**src/rtl/vu_pkg.sv**
```systemverilog
// Shared constants and FSM state type for the VU meter ROM sequencer.
package vu_pkg;

  localparam int NUM_LEDS = 16;
  localparam int ADDR_W   = 8;
  localparam int DATA_W   = 24;
  localparam int LVL_W    = $clog2(NUM_LEDS + 1);
  localparam int IDX_W    = $clog2(NUM_LEDS);
  localparam int BANK_W   = ADDR_W - IDX_W;
  localparam int CH_W     = 8;
  localparam int NUM_CH   = DATA_W / CH_W;

  typedef enum logic [2:0] {
    IDLE,
    FETCH,
    CAPTURE,
    SEND,
    DONE
  } state_e;

endpackage

```
**src/rtl/pix_shade.sv**
```systemverilog
// Combinational pixel shader: blanks LEDs at or above the level, dims lit ones.
module pix_shade #(
  parameter int DATA_W = vu_pkg::DATA_W,
  parameter int LVL_W  = vu_pkg::LVL_W,
  parameter int IDX_W  = vu_pkg::IDX_W
) (
  input  logic [DATA_W-1:0] i_data,
  input  logic [IDX_W-1:0]  i_idx,
  input  logic [LVL_W-1:0]  i_level,
  input  logic [1:0]        i_dim,
  output logic [DATA_W-1:0] o_pix
);
  import vu_pkg::*;

  logic lit;

  // Levels of NUM_LEDS or more naturally saturate because idx never exceeds NUM_LEDS-1.
  assign lit = (LVL_W'(i_idx) < i_level);

  for (genvar gi = 0; gi < DATA_W / CH_W; gi++) begin : g_ch
    assign o_pix[gi*CH_W +: CH_W] = lit ? (i_data[gi*CH_W +: CH_W] >> i_dim) : '0;
  end

endmodule

```
**src/rtl/vu_rom_sequencer.sv**
```systemverilog
// Frame controller: walks one palette bank of the colour ROM, shades each entry
// and streams the pixels to the LED serializer over valid/ready.
module vu_rom_sequencer #(
  parameter int NUM_LEDS = vu_pkg::NUM_LEDS,
  parameter int ADDR_W   = vu_pkg::ADDR_W,
  parameter int DATA_W   = vu_pkg::DATA_W,
  parameter int LVL_W    = vu_pkg::LVL_W,
  parameter int BANK_W   = vu_pkg::BANK_W
) (
  input  logic              i_clk,
  input  logic              i_rst_n,
  input  logic              i_start,
  input  logic [LVL_W-1:0]  i_level,
  input  logic [BANK_W-1:0] i_bank,
  input  logic [1:0]        i_dim,
  output logic [ADDR_W-1:0] o_rom_addr,
  output logic              o_rom_ren,
  input  logic [DATA_W-1:0] i_rom_data,
  output logic [DATA_W-1:0] o_pix,
  output logic              o_pix_valid,
  input  logic              i_pix_ready,
  output logic              o_busy,
  output logic              o_done
);
  import vu_pkg::*;

  localparam int SEQ_IDX_W = ADDR_W - BANK_W;
  localparam logic [SEQ_IDX_W-1:0] LAST_IDX = SEQ_IDX_W'(NUM_LEDS - 1);

  state_e                state_q;
  logic [SEQ_IDX_W-1:0]  idx_q;
  logic [SEQ_IDX_W-1:0]  idx_d;
  logic [LVL_W-1:0]      level_q;
  logic [BANK_W-1:0]     bank_q;
  logic [1:0]            dim_q;
  logic [ADDR_W-1:0]     rom_addr_q;
  logic                  rom_ren_q;
  logic [DATA_W-1:0]     pix_q;
  logic [DATA_W-1:0]     pix_d;
  logic                  pix_valid_q;
  logic                  busy_q;
  logic                  done_q;

  assign idx_d = idx_q + 1'b1;

  pix_shade #(
    .DATA_W (DATA_W),
    .LVL_W  (LVL_W),
    .IDX_W  (SEQ_IDX_W)
  ) u_shade (
    .i_data  (i_rom_data),
    .i_idx   (idx_q),
    .i_level (level_q),
    .i_dim   (dim_q),
    .o_pix   (pix_d)
  );

  // Read enable and address are issued on the edge entering FETCH so they are registered outputs.
  always_ff @(posedge i_clk) begin
    if (!i_rst_n) begin
      state_q     <= IDLE;
      idx_q       <= '0;
      level_q     <= '0;
      bank_q      <= '0;
      dim_q       <= '0;
      rom_addr_q  <= '0;
      rom_ren_q   <= 1'b0;
      pix_q       <= '0;
      pix_valid_q <= 1'b0;
      busy_q      <= 1'b0;
      done_q      <= 1'b0;
    end else begin
      case (state_q)
        IDLE: begin
          if (i_start) begin
            level_q    <= i_level;
            bank_q     <= i_bank;
            dim_q      <= i_dim;
            idx_q      <= '0;
            rom_addr_q <= {i_bank, {SEQ_IDX_W{1'b0}}};
            rom_ren_q  <= 1'b1;
            busy_q     <= 1'b1;
            state_q    <= FETCH;
          end
        end
        FETCH: begin
          rom_ren_q <= 1'b0;
          state_q   <= CAPTURE;
        end
        CAPTURE: begin
          pix_q       <= pix_d;
          pix_valid_q <= 1'b1;
          state_q     <= SEND;
        end
        SEND: begin
          if (i_pix_ready) begin
            pix_valid_q <= 1'b0;
            if (idx_q == LAST_IDX) begin
              done_q  <= 1'b1;
              state_q <= DONE;
            end else begin
              idx_q      <= idx_d;
              rom_addr_q <= {bank_q, idx_d};
              rom_ren_q  <= 1'b1;
              state_q    <= FETCH;
            end
          end
        end
        DONE: begin
          done_q  <= 1'b0;
          busy_q  <= 1'b0;
          state_q <= IDLE;
        end
        default: state_q <= IDLE;
      endcase
    end
  end

  assign o_rom_addr  = rom_addr_q;
  assign o_rom_ren   = rom_ren_q;
  assign o_pix       = pix_q;
  assign o_pix_valid = pix_valid_q;
  assign o_busy      = busy_q;
  assign o_done      = done_q;

endmodule
```
**config.mk**
```make
export PLATFORM = sky130hd
export DESIGN_NAME = vu_rom_sequencer
export DESIGN_NICKNAME = d
export VERILOG_FILES = /design/src/rtl/vu_pkg.sv /design/src/rtl/pix_shade.sv /design/src/rtl/vu_rom_sequencer.sv
export SDC_FILE = /design/constraint.sdc
export NUM_CORES = 1
export LEC_CHECK = 0
export ABC_AREA = 1
export BUFFER_PORTS_ARGS = -buffer_cell sky130_fd_sc_hd__buf_2
export CAP_MARGIN = 15
export CORE_UTILIZATION = 45
export CTS_BUF_LIST = sky130_fd_sc_hd__clkbuf_16
export CTS_CLUSTER_SIZE = 16
export DETAILED_ROUTE_END_ITERATION = 10
export PLACE_DENSITY = 0.77
export SETUP_SLACK_MARGIN = 0.5
export SLEW_MARGIN = 20
export SYNTH_ARGS = -nofsm -noshare
export SYNTH_HDL_FRONTEND = slang
export SYNTH_SLANG_ARGS = --single-unit
export TNS_END_PERCENT = 30
```
**constraint.sdc**
```tcl
create_clock -name i_clk -period 1.6 [get_ports i_clk]
set_input_delay 0.32 -clock i_clk [delete_from_list [all_inputs] [get_ports i_clk]]
set_output_delay 0.32 -clock i_clk [all_outputs]
set_load 0.005 [all_outputs]
```
Word level (Yosys, flattened, before mapping)

Index checks and enable logic that the tools add are counted.

Input port bits: 39
Output and inout bits: 36
Flip-flop bits (word level): 54
Bits in writable memories: 0
Word-level logic and storage cells: 63
Latch bits: 0
Memories: 0
Memory bits (read-only): 0

Multiply operators: 0
Order comparisons: 1
Reductions and logical operators: 13
Add/sub/neg operators: 1
Div/mod/pow operators: 0
Eq/ne operators: 9
Muxes and demuxes: 25
Shifts and indexed selects: 3
Bitwise operators: 0

Operators by type and width:

| cell                  | number |
|---|---|
| $mux W8               | 6 |
| $shr A8 B2 Y8         | 3 |
| $pmux W8 S2           | 1 |
| $mux W4               | 3 |
| $pmux W3 S4           | 1 |
| $mux W3               | 3 |
| $ne A2 B2 Y1 const B  | 4 |
| $pmux W4 S2           | 1 |
| $reduce_and A2 Y1     | 4 |
| $reduce_and A4 Y1     | 2 |
| $reduce_bool A2 Y1    | 4 |
| $eq A3 B2 Y1 const B  | 2 |
| $mux W1               | 6 |
| $pmux W1 S2           | 3 |
| $lt A4 B5 Y1          | 1 |
| $add A4 B1 Y4 const B | 1 |
| $eq A4 B4 Y1 const B  | 1 |
| $eq A3 B1 Y1 const B  | 1 |
| $eq A3 B3 Y1 const B  | 1 |
| $logic_not A3 Y1      | 1 |
| $pmux W1 S3           | 1 |
| $reduce_and A3 Y1     | 1 |
| $reduce_bool A3 Y1    | 1 |

Longest topological paths before layout

Word-level depth: 4
Gate-level depth with buffers: 10
Mapped depth without buffers: 9

By module

From an unflattened synthesis, not the netlist that was laid out.

Cells, all modules: 419
Area total of the unflattened synthesis: 2,712.6 µm²

By module, submodules not included:

| module           | sequential area each (µm²) | instances | cells each | area an instance (µm²) |
|---|---|---|---|---|
| vu_rom_sequencer | 1,001.0                    | 1         | 258        | 1,984.4 |
| pix_shade        | 0.0                        | 1         | 161        | 728.2 |

Worst setup path after synthesis

Ideal clock, no wire load.

Path type: register -> register
From: reg idx_q[2]
To: reg pix_q[10], in the netlist o_pix[10]
Arrival time: 1,433 ps
Path buffers: 1
Stages on the path, launching flop included: 10
Setup slack: 96 ps
Period minus slack after synthesis: 1,504 ps
Library setup time: 70 ps
Data required time: 1,530 ps
Cells stage by stage: dfxtp_1 -> ha_1 -> nand2_1 -> nand2_1 -> nand2_1 -> nand2_1 -> nor2_1 -> buf_2 -> nand2_1 -> a21oi_1

Cells in the longest elaborated chain, start to end: 2

RTL lines:

| item                   | RTL line                | source |
|---|---|---|
| start, declared        | vu_rom_sequencer.sv:31  | `logic [SEQ_IDX_W-1:0] idx_q;` |
| start signal, assigned | vu_rom_sequencer.sv:102 | `idx_q <= idx_d;` |
| $lt A4 B5 Y1           | pix_shade.sv:18         | `assign lit = (LVL_W'(i_idx) < i_level);` |
| $mux W8                | pix_shade.sv:21         | `assign o_pix[gi*CH_W +: CH_W] = lit ? (i_data[gi*CH_W +: CH_W] >> i_dim) : '0;` |
| end signal, assigned   | vu_rom_sequencer.sv:91  | `pix_q <= pix_d;` |
| end, declared          | vu_rom_sequencer.sv:38  | `logic [DATA_W-1:0] pix_q;` |

No other way between the ends.
A chain may end at the register's enable or synchronous reset.

Worst setup path after layout

From: reg level_q[3]
To: reg pix_q[14], in the netlist o_pix[14]

Cells in the longest elaborated chain, start to end: 2

RTL lines:

| item                   | RTL line               | source |
|---|---|---|
| start, declared        | vu_rom_sequencer.sv:33 | `logic [LVL_W-1:0] level_q;` |
| start signal, assigned | vu_rom_sequencer.sv:76 | `level_q <= i_level;` |
| $lt A4 B5 Y1           | pix_shade.sv:18        |  |
| $mux W8                | pix_shade.sv:21        |  |

No other way between the ends.

==> qor.yml <==
clk_latency_ns: 0.29
gp_congestion: 0.845
ys_ff_latch: 50
path_class: "reg -> reg"
nFillCells: 516
whs_endpoint: "state_q[2]"
p_seq_share_pct: 36.8
drive_gt1_share_pct: 30.4
die-area_sq_um: 6150
fin_skew_ns: 0.00400
htreeDepth: 2
yosys-top-cells-count: "nand2_1 (158), nor2_1 (58), dfxtp_1 (50)"
syn_nets: 465
route.vias.total: 3002
synthXorXnorAreaFrac_pct: 0
netlist_area_sq_um: 2630
synth_most_common_cell: "nand2_1"
synth-edff-count: 0
worst-slew-pin-transition_ns: 0.340
synthArstFlopShare_pct: 0
nets: 546
fin_hold_ws_ns: 0.298
slowest_delay_ns: 0.32
yosys.cell_types.count: 23
cts_root_buf: "clkbuf_16"
synthTopCellsByArea: "dfxtp_1 (38%), nand2_1 (23%), a21oi_1 (8.6%), nor2_1 (8.3%), o21ai_0 (4.9%)"
p_leak_nw: 1.65
die_y_microns: 78.5
clk_pin_slew_ns: 0.07
min-delay-start: "i_pix_ready"
dpl.hpwl_microns: 4480
regToRegStartpoint: "level_q[3]"
min_period_ns: 1.54
p_switching_mw: 1.46
finalInstanceArea_sq_um: 3500
grt_max_degree: 30
max_slew_margin_pct: 77.4
multi_input_area_sq_um: 1600
grt.total_usage_pct: 22.9
placed_cell_area_sq_um: 3080
cts.path.max_buffers: 2
grt_pass1_vias: 2584
netlist.area_leader.share_pct: 38.1
synth-main-ff-cell: "dfxtp_1"
grt_remaining_overflow: 0
io_pins: 75
clock.fmax_ghz: 0.649
drc: 0
reg2reg_slack_ns: 0.06
seq_area_frac_synth_pct: 38.1
clockPowerShare_pct: 24.8
detail_route.vias_per_cell: 5.21
period_share_pct: 96.4
setup_violations: 0
ir_drop_v: 0.000603
dp_worst_setup_slack_ns: -0.0152
wl_per_cell_microns: 12.6
hold_path_class: "in -> reg"
synth_fa_ha_area_share_pct: 1.90
cp_data_arrival_time_ns: 1.70
cap_violations: 0
setup_slack_ns: 0.0581
p_per_area_nw_per_um2: 1160
cp_common_cell: "nor2_4"
ant_nets: 0
cts_tree: "yes"
cp.required_ns: 1.76
start_util_pct: 47.2
syn_to_final_growth_pct: 33.2
seq_area_sq_um: 1010
cp_slowest_cell: "dfxtp_2"
endpoint_kind: "flip-flop"
antenna_cells: 0
p_int_mw: 2.62
rsz0062_at_grt: "yes"
instances_no_fill: 576
synth_compound_area_share_pct: 13.9
hold_viol: 0
cp_max_fo: 6
fp.dieW_microns: 78.5
grt_pass1_wl_microns: 11400
worstPathCellList: "inv_2 -> ha_4 -> inv_2 -> nor2_4 -> nand2_2 -> nor2_4 -> nor2_4 -> clkbuf_16 -> nand2_2 -> a21oi_1"
synth_top_family_by_area: "simple AND/OR/NAND/NOR gates"
synth-simple-area-share_pct: 38.2
synth_top_cell_by_area: "dfxtp_1"
p_sw_share_pct: 35.8
clock-sinks: 50
power_frac_comb_pct: 38.4
port_buffers: 74
grt_antenna_before_repair: 0
p_total_mw: 4.08
fin_tns_setup_ns: 0
status: "completed"
final_util_pct: 62.8
drtIter0Drc: 245
row_count: 27
first_pass_iters: 5
ff2ff_path_depth: 10
setup.worst_path.start_class: "flip-flop"
cts_buffers: 5
holdPathStages: 3
wl_microns: 7290
rr_endpoint: "o_pix[14]"
muxShareOfSynthArea_pct: 0
ys_warn_count: 0
slew_viol_final: 0
core_sq_um: 5570
syn_inst: 422
dp_cells: 557
syn_avg_cell_area_sq_um: 6.23
-- state kept, by name, summed over array words and instances (netlist names) --
signal / cells
dim_q: 2
o_pix: 24
o_rom_ren: 1
o_done: 1
level_q: 5
bank_q: 4
o_rom_addr: 5
o_busy: 1
idx_q: 3
state_q: 3
o_pix_valid: 1
-- how the worst max path moves through the flow --
| stage | end | cells after the start | slack [ns] | startpoint |
|---|---|---|---|---|
| 3_3_place_gp | o_pix[12] | 9 | 0.02 | level_q[3] |
| 2_1_floorplan | o_pix[7] | 9 | 0.28 | o_rom_addr[3] |
| 6_report | o_pix[14] | 10 | 0.06 | level_q[3] |
| 3_5_place_dp | o_pix[13] | 9 | -0.02 | level_q[3] |
| 4_1_cts | o_pix[13] | 10 | 0.11 | level_q[3] |
| 5_1_grt | o_pix[13] | 10 | 0.02 | level_q[2] |
-- power groups by stage --
| stage | combinational, mW | clock (mW) | sequential [mW] |
|---|---|---|---|
| final | 1.57 | 1.01 | 1.50 |
| after detailed placement | 1.08 | 0 | 1.51 |
| after global routing | 1.73 | 1.07 | 1.52 |
| after floorplan | 0.820 | 0 | 1.50 |
| after global placement | 1.06 | 0 | 1.50 |
| after CTS | 1.27 | 1.02 | 1.48 |
-- critical path, delay by kind of cell, from the launching register on --
kind | cells | cell delay (ns)
compound gates | 1 | 0.05
fa+ha+maj | 1 | 0.26
buf+inv | 3 | 0.25
flops | 1 | 0.32
simple gates | 5 | 0.52
-- layer usage --
layer  up-vias  track usage (%)  wire length, microns
li1       1506                -                     -
met1      1355             28.9                  3080
met2       128             39.9                  3590
met3        13             3.60                   517
met4         0             6.48                    99
met5         -                0                     0
-- layout make-up --
type,instances,area share (%)
flip-flops and latches,50,28.9
multi-input cells,328,45.8
inverters,23,2.54
clock inverters,3,0.357
well taps,72,2.57
repair buffers,95,16.3
clock buffers,5,3.57
-- placed cells by master, fill, tap and decap left out --
cell type / instances
nor2_2: 2
nor3_1: 4
a31oi_1: 1
ha_4: 3
dfxtp_4: 1
o21ai_1: 3
ha_1: 1
dfxtp_1: 42
buf_6: 3
nor2_4: 7
nor3_4: 1
o21ai_0: 23
nor2_1: 52
buf_4: 16
o21ai_2: 1
buf_2: 74
buf_12: 1
dfxtp_2: 7
nor3b_1: 2
nand2_1: 138
nand3_1: 21
clkinv_2: 1
nand2_2: 18
clkbuf_16: 6
inv_4: 1
nand2_4: 6
inv_1: 18
clkinv_1: 2
inv_2: 4
a21oi_1: 44
a21oi_2: 1
-- cells by family (layout without fill, tap and decap cells) --
kind of cell               count (synthesis)  count (layout)
AOI/OAI and AO/OA                         73              73
adders and majority gates                  4               4
buffers and inverters                     45             126
DFF                                       50              50
and+or+nand+nor                          250             251
-- timing repair --
action / 4_1_cts / 5_1_grt
gates cloned: 1 / 1
endpoints found under the setup margin: 52 / 55
pin swaps: 2 / 10
gates resized for setup: 9 / 50
hold buffers: 0 / 0
buffers inserted: 3 / 6
Power figures use the tool's default switching activity.
